--- config.mk ---
export PLATFORM = sky130hd
export DESIGN_NAME = exp7_unidade_controle
export DESIGN_NICKNAME = d
export VERILOG_FILES = /design/src/rtl/exp7_unidade_controle.sv
export SDC_FILE = /design/constraint.sdc
export NUM_CORES = 1
export LEC_CHECK = 0
export CAP_MARGIN = 20
export CORE_UTILIZATION = 50
export CTS_CLUSTER_SIZE = 12
export DETAILED_ROUTE_END_ITERATION = 8
export HOLD_SLACK_MARGIN = 0.05
export PLACE_DENSITY = 0.77
export SKIP_CTS_REPAIR_TIMING = 1
export SLEW_MARGIN = 30
export SYNTH_ARGS = -nofsm -noshare
export SYNTH_HDL_FRONTEND = slang
export SYNTH_SLANG_ARGS = --single-unit
--- constraint.sdc ---
create_clock -name clock -period 2.21 [get_ports clock]
set_input_delay 0.221 -clock clock [delete_from_list [all_inputs] [get_ports clock]]
set_output_delay 0.221 -clock clock [all_outputs]
set_load 0.02 [all_outputs]
--- src/rtl/exp7_unidade_controle.sv ---
// Memory-game control unit: Moore FSM sequencing rounds, plays, comparison and end states.
// Also owns the per-play timeout counter, so the datapath needs no timer of its own.
module exp7_unidade_controle #(
    parameter int unsigned TIMEOUT_CYCLES = 3000
) (
    input  logic       clock,
    input  logic       reset,
    input  logic       iniciar,
    input  logic       jogada,
    input  logic       igual,
    input  logic       enderecoIgualRodada,
    input  logic       rodadaFinal,
    output logic       zeraE,
    output logic       contaE,
    output logic       zeraR,
    output logic       contaR,
    output logic       registraR,
    output logic       pronto,
    output logic       ganhou,
    output logic       perdeu,
    output logic       db_timeout,
    output logic [3:0] db_estado
);

    localparam int unsigned TIMER_W = (TIMEOUT_CYCLES > 2) ? $clog2(TIMEOUT_CYCLES) : 1;
    localparam logic [TIMER_W-1:0] TIMER_LAST = TIMER_W'(TIMEOUT_CYCLES - 1);
    localparam int unsigned OUT_W = 13;

    typedef enum logic [3:0] {
        INICIAL       = 4'h0,
        PREPARA       = 4'h1,
        INICIO_RODADA = 4'h2,
        ESPERA        = 4'h3,
        REGISTRA      = 4'h4,
        COMPARA       = 4'h5,
        PROX_JOGADA   = 4'h6,
        PROX_RODADA   = 4'h7,
        FIM_GANHOU    = 4'hA,
        FIM_PERDEU    = 4'hE,
        FIM_TIMEOUT   = 4'hF
    } state_t;

    state_t             state;
    logic [TIMER_W-1:0] timer;
    logic               timeout_hit;

    assign timeout_hit = (timer == TIMER_LAST);

    // Next-state decision; jogada takes priority over timeout in ESPERA.
    function automatic state_t f_next(input state_t s, input logic ini, input logic jog,
                                      input logic ig, input logic eir, input logic rf,
                                      input logic tmo);
        state_t n;
        n = INICIAL;
        case (s)
            INICIAL:       n = ini ? PREPARA : INICIAL;
            PREPARA:       n = INICIO_RODADA;
            INICIO_RODADA: n = ESPERA;
            ESPERA:        n = jog ? REGISTRA : (tmo ? FIM_TIMEOUT : ESPERA);
            REGISTRA:      n = COMPARA;
            COMPARA: begin
                if (!ig)            n = FIM_PERDEU;
                else if (eir && rf) n = FIM_GANHOU;
                else if (eir)       n = PROX_RODADA;
                else                n = PROX_JOGADA;
            end
            PROX_JOGADA:   n = ESPERA;
            PROX_RODADA:   n = INICIO_RODADA;
            FIM_GANHOU:    n = ini ? PREPARA : FIM_GANHOU;
            FIM_PERDEU:    n = ini ? PREPARA : FIM_PERDEU;
            FIM_TIMEOUT:   n = ini ? PREPARA : FIM_TIMEOUT;
            default:       n = INICIAL;
        endcase
        return n;
    endfunction

    // Moore output decode: {zeraE, contaE, zeraR, contaR, registraR, pronto, ganhou, perdeu, db_timeout, db_estado}.
    function automatic logic [OUT_W-1:0] f_out(input state_t s);
        logic [8:0] f;
        f = 9'b0;
        case (s)
            PREPARA:       f = 9'b1_0_1_0_0_0_0_0_0;
            INICIO_RODADA: f = 9'b1_0_0_0_0_0_0_0_0;
            REGISTRA:      f = 9'b0_0_0_0_1_0_0_0_0;
            PROX_JOGADA:   f = 9'b0_1_0_0_0_0_0_0_0;
            PROX_RODADA:   f = 9'b0_0_0_1_0_0_0_0_0;
            FIM_GANHOU:    f = 9'b0_0_0_0_0_1_1_0_0;
            FIM_PERDEU:    f = 9'b0_0_0_0_0_1_0_1_0;
            FIM_TIMEOUT:   f = 9'b0_0_0_0_0_1_0_1_1;
            default:       f = 9'b0;
        endcase
        return {f, 4'(s)};
    endfunction

    // Outputs are registered from the next state so they line up with the state register.
    always_ff @(posedge clock) begin
        if (!reset) begin
            state <= INICIAL;
            timer <= '0;
            {zeraE, contaE, zeraR, contaR, registraR, pronto, ganhou, perdeu, db_timeout,
             db_estado} <= '0;
        end else begin
            state <= f_next(state, iniciar, jogada, igual, enderecoIgualRodada, rodadaFinal,
                            timeout_hit);
            timer <= (state == ESPERA && !jogada && !timeout_hit) ? timer + TIMER_W'(1) : '0;
            {zeraE, contaE, zeraR, contaR, registraR, pronto, ganhou, perdeu, db_timeout,
             db_estado} <= f_out(f_next(state, iniciar, jogada, igual, enderecoIgualRodada,
                                        rodadaFinal, timeout_hit));
        end
    end

endmodule
; ---- After elaboration in Yosys (flattened, before gate mapping)
; Memory sizes are Yosys's and may differ from the RTL's. A register that Yosys moved wholly into a read port is not among the register bits.
; Cells that the tools add are included.
[word_totals]
regBits = 20
mem_bits_ro = 144
out_inout_bits = 13
word_cells = 37
n_memories = 1
[memory_table]
columns = memory, words, width, rd, rd_ports_with_merged_regs, wr, line
row1 = (name not given), 16, 9, 1, 1, 0, 81  ; case (s)
[classes]
add_sub_neg = 1
eq_ne = 11
muxes = 11
reduce_logical = 10
[op_table]
columns = operator, count
row1 = $pmux 4 s9, 1
row2 = $mux 4, 8
row3 = $eq 4x3->1 const B, 4
row4 = $add 12x1->12 const B, 1
row5 = $eq 12x12->1 const B, 1
row6 = $eq 4x4->1 const B, 3
row7 = $eq 4x2->1 const B, 2
row8 = $eq 4x1->1 const B, 1
row9 = $logic_not 4->1, 1
row10 = $reduce_or 2->1, 2
row11 = $logic_and 1x1->1, 3
row12 = $logic_not 1->1, 3
row13 = $mux 1, 2
row14 = $reduce_and 2->1, 1

; ---- Longest topological paths before layout
; Gate-level depths: netlist (run 1).
[depth]
word_depth = 5
ltp_mapped = 8
mapped_depth_nobuf = 7

; ---- Worst setup path after synthesis (run 1)
; No wires, ideal clock.
[synth_timing]
path_kind = register -> register
start = register db_estado[3] (netlist name)
end = register pronto
arrival_time_ns = 1.893
t_required_ns = 2.140
path_slack_ns = 0.247
stages_incl_launch_ff = 9
period_less_slack_ns = 1.963
cell_sequence = dfxtp_1 -> buf_6 -> and2b_1 -> o32ai_1 -> a222oi_1 -> ha_1 -> inv_1 -> or2_1 -> a21oi_1
[synth_rtl]
columns = element, line
row1 = end: declaration, 18  ; output logic pronto,

==> results of run 1 <==
-- worst max path at each step --
stage / from / endpoint / slack, ns / cells past startpoint
2_1_floorplan: db_estado[3]$_SDFF_PN0_ / pronto$_SDFF_PN0_ / 0.25 / 8
3_5_place_dp: iniciar / pronto$_SDFF_PN0_ / 0.13 / 8
4_1_cts: timer[10]$_SDFF_PN0_ / db_timeout$_SDFF_PN0_ / 0.32 / 5
6_report: db_estado[3]$_SDFF_PN0_ / pronto$_SDFF_PN0_ / 0.34 / 7
5_1_grt: timer[0]$_SDFF_PN0_ / db_timeout$_SDFF_PN0_ / 0.13 / 6
3_3_place_gp: iniciar / pronto$_SDFF_PN0_ / 0.15 / 8
-- state kept, by name, indices dropped and copies added, names as in the netlist --
name	count
perdeu	1
ganhou	1
zeraR	1
contaR	1
timer	12
pronto	1
zeraE	1
db_timeout	1
db_estado	4
contaE	1
registraR	1
-- report_power, final --
part	switching, uW	total, uW	internal [uW]
Clock	120	191	70.3
Combinational	63.1	130	67.4
Sequential	14.2	478	463
Total	198	799	601
-- cell usage after synthesis, types with 3 or more instances --
| master | number |
|---|---|
| sky130_fd_sc_hd__nor2_1 | 18 |
| sky130_fd_sc_hd__inv_1 | 4 |
| sky130_fd_sc_hd__o21ai_0 | 3 |
| sky130_fd_sc_hd__xor2_1 | 5 |
| sky130_fd_sc_hd__dfxtp_1 | 25 |
| sky130_fd_sc_hd__nand2_1 | 8 |
| sky130_fd_sc_hd__nor3_1 | 5 |
| sky130_fd_sc_hd__and2b_1 | 3 |
| sky130_fd_sc_hd__nand2b_1 | 4 |
| sky130_fd_sc_hd__xnor2_1 | 4 |
| sky130_fd_sc_hd__a21oi_1 | 3 |
| sky130_fd_sc_hd__nand3_1 | 9 |
-- layer usage --
layer	vias to the layer above	global-route usage	part of all wire
li1	465	-	-
met1	394	0.2303	0.49
met2	21	0.3056	0.46
met3	2	0.02516	0.041
met4	0	0.07353	0.0071
met5	-	0	0
-- stage by stage --
step / cells / worst slack, ns / cell area [um2] / utilization
after floorplan: 122 / 0.2472 / 1086 / -
after global placement: 166 / 0.1521 / 1300 / 0.6494
after detailed placement: 166 / 0.1333 / 1300 / 0.6494
after CTS: 170 / 0.3222 / 1326 / 0.6625
after global routing: 170 / 0.1335 / 1326 / 0.6625
final: 170 / 0.3393 / 1326 / 0.6625
-- layout make-up --
| cell class | count | area, um2 | area share |
|---|---|---|---|
| inverter | 4 | 15.01 | 0.01132 |
| timing repair buffer | 21 | 205.2 | 0.1547 |
| multi-input combinational | 89 | 545.5 | 0.4113 |
| sequential | 25 | 500.5 | 0.3774 |
| clock buffer | 4 | 26.28 | 0.01981 |
| tap | 27 | 33.78 | 0.02547 |
-- logic make-up (layout without fill, tap and decap cells) --
group,Yosys count,after routing,synth area share
adder cells (fa/ha/maj),2,2,0.02304
flip-flops,25,25,0.4608
buffers and inverters,8,29,0.03685
AND/OR/NAND/NOR,63,63,0.3042
XOR/XNOR,9,9,0.07258
AO/OA/AOI/OAI,15,15,0.1025
==> results.tsv, run 1 <==
stage	metric	value	unit
power	power per standard cell area	602.1	mW/mm2
worst_setup_path	critical path data required time	2.46	ns
logic_synthesis	gate count of the mapped netlist	122	
power	Leak Pwr	0.0004658	uW
global_routing	via count of the first global-routing pass	812	
layout	proportion of layout cells with a drive suffix above 1	0.05594	
place	Detailed Place HPWL	1502	um
routing	post-DR wirelength/cell	11.61	um
clock_tree	deepest clock path buffer count	2	
layout	top library cells by usage in the layout, fill and taps aside	25 x sky130_fd_sc_hd__dfxtp_1, 19 x sky130_fd_sc_hd__clkdlybuf4s50_1, 18 x sky130_fd_sc_hd__nor2_1	
worst_hold_path	Worst Hold Depth	1	
die	placeable core region	0.002002	mm2
worst_setup_path	r2r setup slk	0.34	ns
worst_setup_path	number of cell instances on the worst register-to-register path	7	
logic_synthesis	YS warnings	0	
worst_setup_path	Worst path top cell family by delay	compound AO/OA/AOI/OAI gates	
layout	number of fillers in the final layout	159	
die	starting density of the core	0.5425	
die	I/O pins	20	
layout	number of nets in the finished design	153	
logic_synthesis	post-synthesis cell type count	39	
layout	synthesis-to-finish area growth	22.12	%
worst_setup_path	Setup crit start kind	register	
sta	Final setup viols	0	
worst_setup_path	count of buffering cells on the critical path with inverters included	1	
logic_synthesis	Yosys top cell by area	sky130_fd_sc_hd__dfxtp_1	
die	vertical die dimension	48.61	um
power	worst IR drop on VDD	0.0005396	V
global_routing	total routing resource utilization after global routing	0.1809	
sta	max-slew headroom at the worst pin	0.6922	
worst_hold_path	worst hold path class	reg -> reg	
sta	Achievable Freq	0.5346	GHz
run	maxcap violations	0	
routing	Remaining DRCs	0	
sta	final sum of negative setup slack	0	ns
worst_setup_path	Arrival @ worst endpoint	2.12	ns
routing	initial drt markers	24	
logic_synthesis	Post-Synthesis Net Count	131	
sta	post-route minimum period	1.871	ns
logic_synthesis	top cell type's share of synthesized area	0.4608	
place	routability congestion estimate	0.8286	
worst_setup_path	slowest stage delay, CP	0.53	ns
logic_synthesis	register bit total from synthesis	25	
worst_setup_path	endpoint class of the critical path	register	
sta	final worst clock skew	0.008356	ns
die	Rows	16	
global_routing	wire length of the first global-routing pass	3401	um
sta	final worst path period share	0.8465	
sta	endpoints failing hold	0	
layout	commonest non-fill, non-tap cell in the layout	sky130_fd_sc_hd__dfxtp_1	
worst_setup_path	type of the worst setup path	reg -> reg	
global_routing	gr ovfl total	0	
logic_synthesis	number of synthesized flops with an enable pin	0	
sta	actual slew at the worst max-slew pin	0.4617	ns
clock_tree	CTS HTree Levels	1	
worst_setup_path	Crit Path Max Fanout	12	
logic_synthesis	area of the mapped netlist	0.001086	mm2
clock_tree	Reg clk slew, reported paths	0.13	ns
logic_synthesis	part of the Yosys area used for sequential elements	0.4608	
sta	setup repair after global routing missed its margin	false	
sta	final hold slack	0.4667	ns
routing	detailed-route vias per instance	5.188	
clock_tree	master cell of the clock root buffer	sky130_fd_sc_hd__clkbuf_4	
status	status	finished, final reports clean	
global_routing	initial antenna violation count	0	
routing	number of detailed-routing iterations run before antenna repair	4	
routing	antenna violation net count after detailed routing	0	
clock_tree	clk sink count	25	
sta	final number of max-transition violations	0	
die	die width	48.61	um
logic_synthesis	Avg Cell Area, Syn	8.902	um2
logic_synthesis	most area-consuming cells after synthesis	sky130_fd_sc_hd__dfxtp_1 46%, sky130_fd_sc_hd__nor2_1 6.2%, sky130_fd_sc_hd__nand3_1 4.1%	
logic_synthesis	prevailing post-synth register cell	sky130_fd_sc_hd__dfxtp_1	
worst_setup_path	origin of the critical flop-to-flop path	db_estado[3]$_SDFF_PN0_	
logic_synthesis	FFs w/ async S/R, synth	0	
routing	total via count after detailed routing	882	
clock_tree	number of CTS-inserted buffers	3	
place	count of buffers from port buffering	19	
worst_hold_path	worst hold path endpoint	timer[0]$_SDFF_PN0_	
routing	total wire length after detailed routing	1973	um
die	area enclosed by the die boundary	0.002362	mm2
worst_setup_path	critical path's slowest cell	sky130_fd_sc_hd__dfxtp_1	
worst_hold_path	worst min-delay path startpoint	timer[0]$_SDFF_PN0_	
layout	number of diodes	0	
clock_tree	Clk Latency, worst-skew pair	0.30	ns
worst_setup_path	reg2reg end	pronto$_SDFF_PN0_	
worst_setup_path	series of cell instances along the critical path	and2b_1 -> o32ai_1 -> a222oi_1 -> ha_1 -> inv_1 -> or2_1 -> a21oi_1	
global_routing	largest net degree at the start of global routing	14	
power	total power after layout	798.6	uW
clock_tree	TritonCTS clock tree	built	
Power figures use the tool's default switching activity.
==> inputs of run 2 (changes only) <==
==> constraint.sdc (replaced) <==
create_clock -name clock -period 1.83 [get_ports clock]
set_input_delay 0.183 -clock clock [delete_from_list [all_inputs] [get_ports clock]]
set_output_delay 0.183 -clock clock [all_outputs]
set_load 0.02 [all_outputs]
==> results.tsv, run 2 (same netlist as run 1, synthesis figures left out) <==
stage	metric	value	unit	change
die	area enclosed by the die boundary	0.002362	mm2	unchanged
layout	number of fillers in the final layout	155		-2.5%
status	status	finished, final reports clean		
worst_setup_path	critical path's slowest cell	sky130_fd_sc_hd__dfxtp_1		
routing	initial drt markers	27		+13%
sta	max-slew headroom at the worst pin	0.7060		+0.01383
clock_tree	CTS HTree Levels	1		unchanged
worst_setup_path	count of buffering cells on the critical path with inverters included	2		+1
layout	commonest non-fill, non-tap cell in the layout	sky130_fd_sc_hd__dfxtp_1		
sta	final worst clock skew	0.005427	ns	-0.002929 ns
place	number of placed instances with taps included	178		+7.2%
layout	largest register by flop count	timer		
sta	actual slew at the worst max-slew pin	0.4376	ns	-0.02411 ns
sta	post-route setup slack	0.07773	ns	-0.2616 ns
die	Rows	16		unchanged
routing	detailed-route vias per instance	5.330		+2.7%
clock_tree	Clk Latency, worst-skew pair	0.32	ns	+0.02 ns
sta	final number of max-transition violations	0		unchanged
global_routing	largest net degree at the start of global routing	16		+2
routing	number of detailed-routing iterations run before antenna repair	5		+1
global_routing	gr ovfl total	0		unchanged
worst_setup_path	type of the worst setup path	reg -> reg		
routing	total wire length after detailed routing	2294	um	+16%
power	power per standard cell area	705.1	mW/mm2	+17%
clock_tree	master cell of the clock root buffer	sky130_fd_sc_hd__clkbuf_4		
worst_setup_path	Crit Path Max Fanout	9		-3
clock_tree	deepest clock path buffer count	2		unchanged
global_routing	wire length of the first global-routing pass	3933	um	+16%
global_routing	total routing resource utilization after global routing	0.2125		+0.03163
sta	setup repair after global routing missed its margin	false		
sta	final worst path period share	0.9575		+0.1111
place	count of buffers from port buffering	19		unchanged
worst_hold_path	worst hold path class	reg -> reg		
clock_tree	number of CTS-inserted buffers	3		unchanged
clock_tree	TritonCTS clock tree	built		
layout	number of diodes	0		unchanged
clock_tree	clk sink count	25		unchanged
sta	Final setup viols	0		unchanged
place	Detailed Place HPWL	1776	um	+18%
layout	number of nets in the finished design	165		+7.8%
worst_setup_path	critical path data required time	2.09	ns	-0.37 ns
worst_setup_path	slowest stage delay, CP	0.50	ns	-0.03 ns
layout	top library cells by usage in the layout, fill and taps aside	23 x sky130_fd_sc_hd__dfxtp_1, 19 x sky130_fd_sc_hd__clkdlybuf4s50_1, 18 x sky130_fd_sc_hd__nor2_1		
place	Setup WS pre-CTS	-0.1223	ns	-0.2556 ns
place	routability congestion estimate	0.8265		-0.25%
routing	post-DR wirelength/cell	12.60	um	+8.6%
global_routing	via count of the first global-routing pass	928		+14%
place	total cell area at the placement stage	0.001398	mm2	+7.5%
clock_tree	Reg clk slew, reported paths	0.13	ns	about the same
routing	Remaining DRCs	0		unchanged
worst_setup_path	Arrival @ worst endpoint	2.01	ns	-0.11 ns
worst_setup_path	Setup crit start kind	register		
layout	final design instance area without fill	0.001434	mm2	+8.1%
run	maxcap violations	0		unchanged
routing	total via count after detailed routing	970		+10%
die	die width	48.61	um	unchanged
layout	synthesis-to-finish area growth	32.03	%	
layout	max reg flops	12		unchanged
power	Leak Pwr	0.0005253	uW	+13%
global_routing	initial antenna violation count	0		unchanged
die	placeable core region	0.002002	mm2	unchanged
worst_setup_path	endpoint class of the critical path	register		
routing	antenna violation net count after detailed routing	0		unchanged
layout	post-route insts no fill	182		+7.1%
die	vertical die dimension	48.61	um	unchanged
worst_setup_path	Worst path top cell family by delay	compound AO/OA/AOI/OAI gates		
die	I/O pins	20		unchanged
sta	final sum of negative setup slack	0	ns	unchanged
worst_setup_path	series of cell instances along the critical path	o32ai_1 -> a222oi_1 -> buf_4 -> ha_2 -> inv_1 -> or2_1 -> a21oi_1		
die	starting density of the core	0.5425		unchanged
sta	endpoints failing hold	0		unchanged
sta	Achievable Freq	0.5707	GHz	+6.8%
sta	post-route minimum period	1.752	ns	-0.1184 ns
layout	proportion of layout cells with a drive suffix above 1	0.1613		+0.1053
power	worst IR drop on VDD	0.0006733	V	+25%
run 2: cell types whose count changed in the layout (fill, tap and decap cells not counted):
cell,change
sky130_fd_sc_hd__dfxtp_4,+1
sky130_fd_sc_hd__clkbuf_1,-1
sky130_fd_sc_hd__dfxtp_1,-2
sky130_fd_sc_hd__ha_1,-1
sky130_fd_sc_hd__dfxtp_2,+1
sky130_fd_sc_hd__clkinvlp_4,+1
sky130_fd_sc_hd__o221ai_1,-1
sky130_fd_sc_hd__o221ai_2,+1
sky130_fd_sc_hd__buf_4,+12
sky130_fd_sc_hd__ha_2,+1
run 2: metal layers:
metal / up-vias / wire length (um) / global-route usage
li1: 490 / - / -
met1: 435 / 1020 / 0.2608
met2: 37 / 1092 / 0.3495
met3: 8 / 127 / 0.02201
met4: 0 / 54 / 0.1422
met5: - / 0 / 0
run 2: where the power goes:
part           internal [uW]  switching [uW]
Clock                   83.7             161
Sequential               559            14.4
Combinational            104            88.8
run 2: cell type report:
class / count / area, um2 / area share
tap: 27 / 33.78 / 0.02356
sequential: 25 / 505.5 / 0.3525
timing repair buffer: 33 / 295.3 / 0.2059
clock buffer: 3 / 22.52 / 0.01571
multi-input combinational: 89 / 554.3 / 0.3866
inverter: 4 / 15.01 / 0.01047
clock inverter: 1 / 7.507 / 0.005236
run 2: worst paths after layout:
path	start	end	slack (ns)	depth (start not counted)
worst max-delay path	db_estado[2]$_SDFF_PN0_	pronto$_SDFF_PN0_	0.08	7
worst min register to register	timer[0]$_SDFF_PN0_	timer[0]$_SDFF_PN0_	0.46	1
worst max register to register	db_estado[2]$_SDFF_PN0_	pronto$_SDFF_PN0_	0.08	7
worst min-delay path	timer[0]$_SDFF_PN0_	timer[0]$_SDFF_PN0_	0.46	1
run 2: worst register-to-register path: cells and delay by family, from the launching register on:
kind	cells	cell delay, ns
fa+ha+maj	1	0.15
flops	1	0.50
buf+inv	2	0.21
compound gates	3	0.61
simple gates	1	0.22
run 2: metrics by stage:
stage / power (uW) / util / hold WS, ns
2_1_floorplan: 681.7 / - / 0.3013
3_3_place_gp: 769.0 / 0.6981 / 0.4299
3_5_place_dp: 774.3 / 0.6981 / 0.4457
4_1_cts: 1019 / 0.7131 / 0.4644
5_1_grt: 1061 / 0.7163 / 0.4860
6_report: 1011 / 0.7163 / 0.4586
